File: config.mk
export PLATFORM = sky130hd
export DESIGN_NAME = mem_port_arbiter
export DESIGN_NICKNAME = d
export VERILOG_FILES = /design/src/rtl/mem_port_arbiter.sv
export SDC_FILE = /design/constraint.sdc
export NUM_CORES = 1
export LEC_CHECK = 0
export ABC_AREA = 1
export CAP_MARGIN = 20
export CORE_MARGIN = 4
export CORE_UTILIZATION = 28
export CTS_BUF_LIST = sky130_fd_sc_hd__clkbuf_2
export DETAILED_ROUTE_END_ITERATION = 16
export GPL_ROUTABILITY_DRIVEN = 0
export HOLD_SLACK_MARGIN = 0.05
export PLACE_DENSITY = 0.8
export SETUP_SLACK_MARGIN = 0.2
export SYNTH_ARGS = -nofsm -noshare
export SYNTH_HDL_FRONTEND = slang
export SYNTH_SLANG_ARGS = --single-unit
File: constraint.sdc
create_clock -name clk -period 1.45 [get_ports clk]
set_input_delay 0.29 -clock clk [delete_from_list [all_inputs] [get_ports clk]]
set_output_delay 0.29 -clock clk [all_outputs]
set_load 0.02 [all_outputs]
File: src/rtl/mem_port_arbiter.sv
// mem_port_arbiter
//   Request/ready arbiter that shares one single-ported synchronous memory
//   between the instruction fetch port and the load/store data port.
//   Stores are lane-aligned with byte enables; loads are lane-extracted and
//   zero/sign-extended. Misaligned accesses never touch memory and return an
//   error response one cycle later.
//
// Ports
//   clk, rst                       clock, asynchronous active-high reset
//   if_req/if_addr                 fetch request and byte address
//   if_rdata/if_ready/if_err       fetch response (ready is a 1-cycle pulse)
//   d_req/d_we/d_addr/d_wdata      data request, store flag, address, data
//   d_size/d_signed                access size (00 B, 01 H, 1x W), sign-extend
//   d_rdata/d_ready/d_err          data response (ready is a 1-cycle pulse)
//   stall                          a request is waiting without its ready
//   m_en/m_we/m_addr/m_wdata       memory strobe, byte enables, word addr, data
//   m_rdata                        memory read data, one cycle after m_en
//
// Optional build macro MEM_ARB_PERF_EN adds parameter PERF_W and saturating
// counters perf_conflicts (both requesters eligible) and perf_stalls.
module mem_port_arbiter #(
    parameter int ADDR_W = 12
`ifdef MEM_ARB_PERF_EN
    ,
    parameter int PERF_W = 16
`endif
) (
    input  logic              clk,
    input  logic              rst,
    input  logic              if_req,
    input  logic [ADDR_W-1:0] if_addr,
    output logic [31:0]       if_rdata,
    output logic              if_ready,
    output logic              if_err,
    input  logic              d_req,
    input  logic              d_we,
    input  logic [ADDR_W-1:0] d_addr,
    input  logic [31:0]       d_wdata,
    input  logic [1:0]        d_size,
    input  logic              d_signed,
    output logic [31:0]       d_rdata,
    output logic              d_ready,
    output logic              d_err,
    output logic              stall,
    output logic              m_en,
    output logic [3:0]        m_we,
    output logic [ADDR_W-3:0] m_addr,
    output logic [31:0]       m_wdata,
    input  logic [31:0]       m_rdata
`ifdef MEM_ARB_PERF_EN
    ,
    output logic [PERF_W-1:0] perf_conflicts,
    output logic [PERF_W-1:0] perf_stalls
`endif
);

    typedef enum logic [2:0] {
        S_IDLE,
        S_BUSY_IF,
        S_BUSY_D,
        S_ERR_IF,
        S_ERR_D
    } state_t;

    localparam logic GNT_IF = 1'b0;
    localparam logic GNT_D  = 1'b1;

    state_t     state_q;
    logic       last_gnt_q;
    logic       if_ready_q, if_err_q, d_ready_q, d_err_q;

    // Data-side request captured at grant; only consulted in S_BUSY_D.
    logic [1:0] d_lo_q;
    logic [1:0] d_size_q;
    logic       d_signed_q;
    logic       d_we_q;

    logic       if_elig, d_elig, pick_if, pick_d, if_mis, d_mis;

    function automatic logic misaligned(input logic [1:0] size, input logic [1:0] lo);
        case (size)
            2'b00:   return 1'b0;
            2'b01:   return lo[0];
            default: return lo != 2'b00;
        endcase
    endfunction

    function automatic logic [3:0] store_be(input logic [1:0] size, input logic [1:0] lo);
        case (size)
            2'b00:   return 4'b0001 << lo;
            2'b01:   return 4'b0011 << {lo[1], 1'b0};
            default: return 4'b1111;
        endcase
    endfunction

    function automatic logic [31:0] store_data(input logic [1:0] size, input logic [31:0] w);
        case (size)
            2'b00:   return {4{w[7:0]}};
            2'b01:   return {2{w[15:0]}};
            default: return w;
        endcase
    endfunction

    function automatic logic [31:0] load_extract(input logic [1:0] size, input logic [1:0] lo,
                                                 input logic sgn, input logic [31:0] w);
        logic [7:0]  b;
        logic [15:0] h;
        b = 8'(w >> {lo, 3'b000});
        h = lo[1] ? w[31:16] : w[15:0];
        case (size)
            2'b00:   return {{24{sgn & b[7]}}, b};
            2'b01:   return {{16{sgn & h[15]}}, h};
            default: return w;
        endcase
    endfunction

    // A requester whose ready is out this cycle is done; it may not be
    // re-granted, which lets the other side take the memory immediately.
    assign if_elig = if_req && !if_ready_q;
    assign d_elig  = d_req && !d_ready_q;

    // Round-robin: on conflict the data port wins unless it won last time.
    assign pick_d  = d_elig && (!if_elig || (last_gnt_q == GNT_IF));
    assign pick_if = if_elig && !pick_d;

    assign if_mis  = if_addr[1:0] != 2'b00;
    assign d_mis   = misaligned(d_size, d_addr[1:0]);

    // Memory side is driven combinationally from the grant; rst blocks any
    // strobe so a store granted during reset cannot write.
    always_comb begin
        m_en    = 1'b0;
        m_we    = 4'b0000;
        m_addr  = '0;
        m_wdata = '0;
        if (!rst) begin
            if (pick_d) begin
                m_en   = !d_mis;
                m_addr = d_addr[ADDR_W-1:2];
                if (d_we && !d_mis) begin
                    m_we    = store_be(d_size, d_addr[1:0]);
                    m_wdata = store_data(d_size, d_wdata);
                end
            end else if (pick_if) begin
                m_en   = !if_mis;
                m_addr = if_addr[ADDR_W-1:2];
            end
        end
    end

    always_ff @(posedge clk or posedge rst) begin
        if (rst) begin
            state_q    <= S_IDLE;
            last_gnt_q <= GNT_IF;
            if_ready_q <= 1'b0;
            if_err_q   <= 1'b0;
            d_ready_q  <= 1'b0;
            d_err_q    <= 1'b0;
        end else begin
            if_ready_q <= 1'b0;
            if_err_q   <= 1'b0;
            d_ready_q  <= 1'b0;
            d_err_q    <= 1'b0;
            if (pick_d) begin
                state_q    <= d_mis ? S_ERR_D : S_BUSY_D;
                last_gnt_q <= GNT_D;
                d_ready_q  <= 1'b1;
                d_err_q    <= d_mis;
            end else if (pick_if) begin
                state_q    <= if_mis ? S_ERR_IF : S_BUSY_IF;
                last_gnt_q <= GNT_IF;
                if_ready_q <= 1'b1;
                if_err_q   <= if_mis;
            end else begin
                state_q    <= S_IDLE;
            end
        end
    end

    always_ff @(posedge clk) begin
        if (pick_d) begin
            d_lo_q     <= d_addr[1:0];
            d_size_q   <= d_size;
            d_signed_q <= d_signed;
            d_we_q     <= d_we;
        end
    end

    assign if_ready = if_ready_q;
    assign if_err   = if_err_q;
    assign d_ready  = d_ready_q;
    assign d_err    = d_err_q;
    assign if_rdata = (state_q == S_BUSY_IF) ? m_rdata : 32'h0;
    assign d_rdata  = (state_q == S_BUSY_D && !d_we_q)
                      ? load_extract(d_size_q, d_lo_q, d_signed_q, m_rdata) : 32'h0;
    assign stall    = !rst && (if_elig || d_elig);

`ifdef MEM_ARB_PERF_EN
    logic [PERF_W-1:0] conf_q, stl_q;

    always_ff @(posedge clk or posedge rst) begin
        if (rst) begin
            conf_q <= '0;
            stl_q  <= '0;
        end else begin
            if (if_elig && d_elig && !(&conf_q)) conf_q <= conf_q + 1'b1;
            if (stall && !(&stl_q))              stl_q  <= stl_q + 1'b1;
        end
    end

    assign perf_conflicts = conf_q;
    assign perf_stalls    = stl_q;
`endif

endmodule

# ---- Word level (Yosys, flattened, before mapping)
# Index checks and enable logic that the tools add are counted.
# Widths: inputs -> output; s select.
dict set report word_totals {
  reg_bits 14
  output_inout_bits 116
  word_cells 73
}
dict set report classes {
  eq_ne 4
  n_shift 3
  n_mux 31
  bitwise 3
  n_reduce_logical 22
}
# op n
set ops {}
lappend ops {{$mux 32} 5}
lappend ops {{$pmux 32 s2} 2}
lappend ops {{$shr 32x5->8} 1}
lappend ops {{$mux 10} 3}
lappend ops {{$mux 16} 1}
lappend ops {{$mux 4} 3}
lappend ops {{$mux 1} 11}
lappend ops {{$logic_not 1->1} 8}
lappend ops {{$pmux 4 s2} 1}
lappend ops {{$logic_and 1x1->1} 7}
lappend ops {{$mux 3} 2}
lappend ops {{$reduce_bool 2->1} 3}
lappend ops {{$eq 2x1->1 const B} 2}
lappend ops {{$logic_not 2->1} 2}
lappend ops {{$mux 2} 2}
lappend ops {{$shl 1x2->4 const A} 1}
lappend ops {{$shl 2x2->4 const A} 1}
lappend ops {{$eq 3x1->1 const B} 1}
lappend ops {{$eq 3x2->1 const B} 1}
lappend ops {{$and 1x1->1} 2}
lappend ops {{$logic_or 1x1->1} 2}
lappend ops {{$pmux 1 s2} 1}
lappend ops {{$not 1->1} 1}

# ---- Depth between registers and ports, before layout
# Gate-level depths: netlist of the first run.
dict set report depth {
  depth_word 10
  ltp_mapped 11
}

# ---- Worst setup path after synthesis of the first run
# OpenSTA, ideal clock, no wires.
dict set report synth_timing {
  kind {flip-flop to output port}
  startpoint {register state_q[0] (netlist name)}
  endpoint {output port m_wdata[18]}
  t_arrival_ns 1.654
  slack_ns -0.494
  stages_incl_launch_ff 8
  cell_sequence {dfrtp_1 -> nor2_1 -> nand2_1 -> nand2_2 -> nor2_2 -> nand2_2 -> buf_6 -> a211oi_1}
}
# item line_no
set synth_lines {}
lappend synth_lines {{to (decl)} 48} ;# output logic [31:0] m_wdata,

# ---- Final worst setup path of the first run
dict set report layout_timing {
  startpoint {register d_lo_q[1]}
  endpoint {output port d_rdata[3]}
}
dict set report layout_between {
  elab_chain_len 3
  word_cells_on_any_way 4
  classes_between {1 x shift; 3 x mux}
}
# item line_no
set layout_rtl {}
lappend layout_rtl {{from (decl)} 73} ;# logic [1:0] d_lo_q;
lappend layout_rtl {{from (signal assigned)} 182} ;# d_lo_q <= d_addr[1:0];
lappend layout_rtl {{$shr 32x5->8 / $mux 16 (equally long branches)} {108, 109}}
lappend layout_rtl {{$pmux 32 s2 *} 110} ;# case (size)
lappend layout_rtl {{$mux 32 *} 195} ;# ? load_extract(d_size_q, d_lo_q, d_signed_q, m_rdata) : 32'h0;
lappend layout_rtl {{to (decl)} 41} ;# output logic [31:0] d_rdata,
# Mark *: on every way between the ends. The rest lies on a longest branch, timed or not.

==> results of run 1 <==
-- critical path, delay by kind of cell (launching register included) --
family	cells	cell delay, ns
AOI/OAI and AO/OA	2	0.35
buffers and inverters	4	0.62
DFF	1	0.52
and+or+nand+nor	2	0.22
-- layer usage --
metal  vias to the layer above  share of wire (%)  routed length (um)  global-route usage (%)
met5                         -                  0                   0                       0
li1                       1914                  -                   -                       -
met1                      2197                 30                5970                    30.9
met3                       188                 12                2370                    7.97
met2                       473                 50               10000                    59.1
met4                         0                9.0                1810                    16.0
-- final cells by class --
cell class                      count  area share (%)
Timing Repair Buffer              348            52.4
Tap cell                           99            1.79
Sequential cell                    12            4.82
Multi-Input combinational cell    294            36.6
Clock inverter                      1          0.0541
Clock buffer                        3           0.217
Inverter                           73            4.17
-- sequential cells by signal (all words and copies together), names as in the netlist --
name,cells
d_err,1
d_lo_q,2
d_ready,1
d_signed_q,1
d_size_q,2
d_we_q,1
if_err,1
last_gnt_q,1
state_q,2
-- synth_stat cells --
library cell and count:
a211oi_1 8, a21oi_1 8, buf_1 1, buf_2 7, buf_4 2, buf_6 3, clkbuf_1 9, clkinv_4 1
dfrtp_1 6, edfxtp_1 6, inv_1 68, inv_2 4, nand2_1 81, nand2_2 4, nand2_4 3, nand3_1 20
nand3_2 1, nand3b_1 8, nor2_1 104, nor2_2 2, nor2_4 1, nor3_1 18, nor4_4 1, o211ai_1 1
o21a_1 8, o21ai_0 12, o221ai_1 7, o22ai_1 7
-- worst min path at each step --
stage | from | end | slack (ns) | depth (start not counted)
after floorplan | rst | if_err | 0.30 | 2
after global placement | last_gnt_q | last_gnt_q | 0.48 | 2
after detailed placement | last_gnt_q | last_gnt_q | 0.52 | 2
after CTS | d_size[0] | d_size_q[0] | 0.53 | 2
after global routing | d_addr[0] | d_lo_q[0] | 0.44 | 2
final | d_addr[0] | d_lo_q[0] | 0.47 | 2
-- cell families after synthesis --
group	count (synthesis)	synth area share (%)
and+or+nand+nor	243	49.9
buffers and inverters	95	18.9
AOI/OAI and AO/OA	51	15.7
DFF	12	15.6
-- timing repair --
item                       4_1_cts  5_1_grt
pin swaps                       19       33
resized for setup              734      126
setup endpoints to repair      124      125
setup buffers                   18       22
gates cloned                     1        4
-- through the flow --
stage               util [%]  cells  setup slack, ns
floorplan                  -    401           -0.214
global placement        78.5    781            -1.11
detailed placement      78.5    781            -1.19
CTS                     86.4    804           -0.616
global route            95.1    830            -1.17
finish                  95.1    830           -0.811
-- report_power, final --
part	internal (mW)	total (mW)	switching, mW
combinational	1.37	2.90	1.52
sequential	0.410	0.458	0.0482
clock	0.0599	0.176	0.116
==> results.txt, run 1 <==
status: finished with violations
failing checks: setup timing
flops & latches, synth: 12
Final Cycle Share: 156%
FILL cells: 183
clock root buffer: clkbuf_2
YS warnings: 0
first-pass GRT wire length: 21900 um
top-area cell type share of the netlist area: 18.4%
DR pass1 iterations: 5
critical path endpoint: d_rdata[3]
sequential-to-total area share from yosys stat: 15.6%
fin worst setup slack: -0.811 ns
CTS tree: built
Slew Limit Headroom: 76.7%
final setup violation count: 113
Row Count: 31
final slew viol count: 0
P_leak: 3.23 nW
CP Cell Sequence: buf_12 > buf_6 > o21ai_1 > nand2_1 > o221ai_1 > nand2_1 > inv_1 > clkbuf_2
FF-to-FF Start: state_q[0]
Final nets: 828
crit start category: register
Power, Total: 3.53 mW
GR Overflow Total: 0
Critical R2R Capture: state_q[1]
H-tree Lvls: 1
Mapped Cells: 401
fmax: 0.442 GHz
Die Height: 95.1 um
hold violation total from the final report: 0
final WL: 20200 um
Post-route DRC: 0
commonest non-fill, non-tap cells in the layout: buf_6, clkdlybuf4s50_1, buf_4
Sum Neg Setup Slack: -66.57 ns
crit-path most repeated cell: nand2_1
commonest non-fill, non-tap cell in the layout: buf_6
maxcap violations: 0
Worst Hold Slack: 0.475 ns
CP Capture Type: output port
CTS Hold Bufs: 0
Reg area: 334 um^2
CP Data Required Time: 1.16 ns
Clock Skews: 0.00464 ns
Post-Syn Nets: 497
multi-input logic area: 0.00253 mm^2
Max FO, Critical Path: 5
core region area: 0.00729 mm^2
WL/cell: 24.3 um
vias post-DR: 4772
clock latency on the worst-skew pair: 0.26 ns
DP HPWL: 10300 um
Top Ports: 212
CTS Buf Count: 3
cell taking the most area after synthesis: nor2_1
vias per inst: 5.75
chip width: 95.1 um
fraction of layout cells with a size suffix above 1: 60.1%
Slowest-stage cell, CP: edfxtp_1
Reg clk slew, reported paths: 0.12 ns
PortBufs: 211
FF-to-FF path depth: 9
Antenna Cells: 0
initial antenna violation count: 0
Max stage delay on crit path: 0.52 ns
Area Overhead vs Synth: 227%
crit path DAT: 1.97 ns
placed standard-cell area: 0.00572 mm^2
1st-iter DRT viols: 275
die area: 0.00904 mm^2
CTS Sinks: 12
Yosys cell types: 28
vias in the first global route: 4524
largest net degree at the start of global routing: 27
critical path class: register to output port
initial core utilization: 29.1%
Worst VDD drop: 0.000333 V
ranking of synthesized cells by area: nor2_1, nand2_1, inv_1
Reg2Reg Setup Slack: -0.08 ns
Worst-Margin Slew: 0.347 ns
CP Launch Point: d_lo_q[1]
Hold Path Class: input pin to register
Design Area, Final: 0.00693 mm^2
GRT Resource Usage Total: 31.1%
RSZ-0062 raised after global routing: true
post-route ant nets: 0
Max Buffers Root-to-Sink: 2
Post-Syn Area: 0.00212 mm^2
Syn Area/Cell: 5.29 um^2
Period minus WS final: 2.26 ns
pwr dens: 509 mW/mm^2
Power figures use the tool's default switching activity.
==> inputs of run 2 (changes only) <==
--- a/config.mk
+++ b/config.mk
@@ -11,7 +11,6 @@
 export CORE_UTILIZATION = 28
 export CTS_BUF_LIST = sky130_fd_sc_hd__clkbuf_2
 export DETAILED_ROUTE_END_ITERATION = 16
-export GPL_ROUTABILITY_DRIVEN = 0
 export HOLD_SLACK_MARGIN = 0.05
 export PLACE_DENSITY = 0.8
 export SETUP_SLACK_MARGIN = 0.2
==> results of run 2 <==
Final layout, timing and power as in run 1 (identical DEF).
==> inputs of run 3 (changes only) <==
--- a/config.mk
+++ b/config.mk
@@ -14,6 +14,7 @@
 export HOLD_SLACK_MARGIN = 0.05
 export PLACE_DENSITY = 0.8
 export SETUP_SLACK_MARGIN = 0.2
+export SLEW_MARGIN = 5
 export SYNTH_ARGS = -nofsm -noshare
 export SYNTH_HDL_FRONTEND = slang
 export SYNTH_SLANG_ARGS = --single-unit
==> results of run 3 <==
Final layout, timing and power as in run 1 (identical DEF).
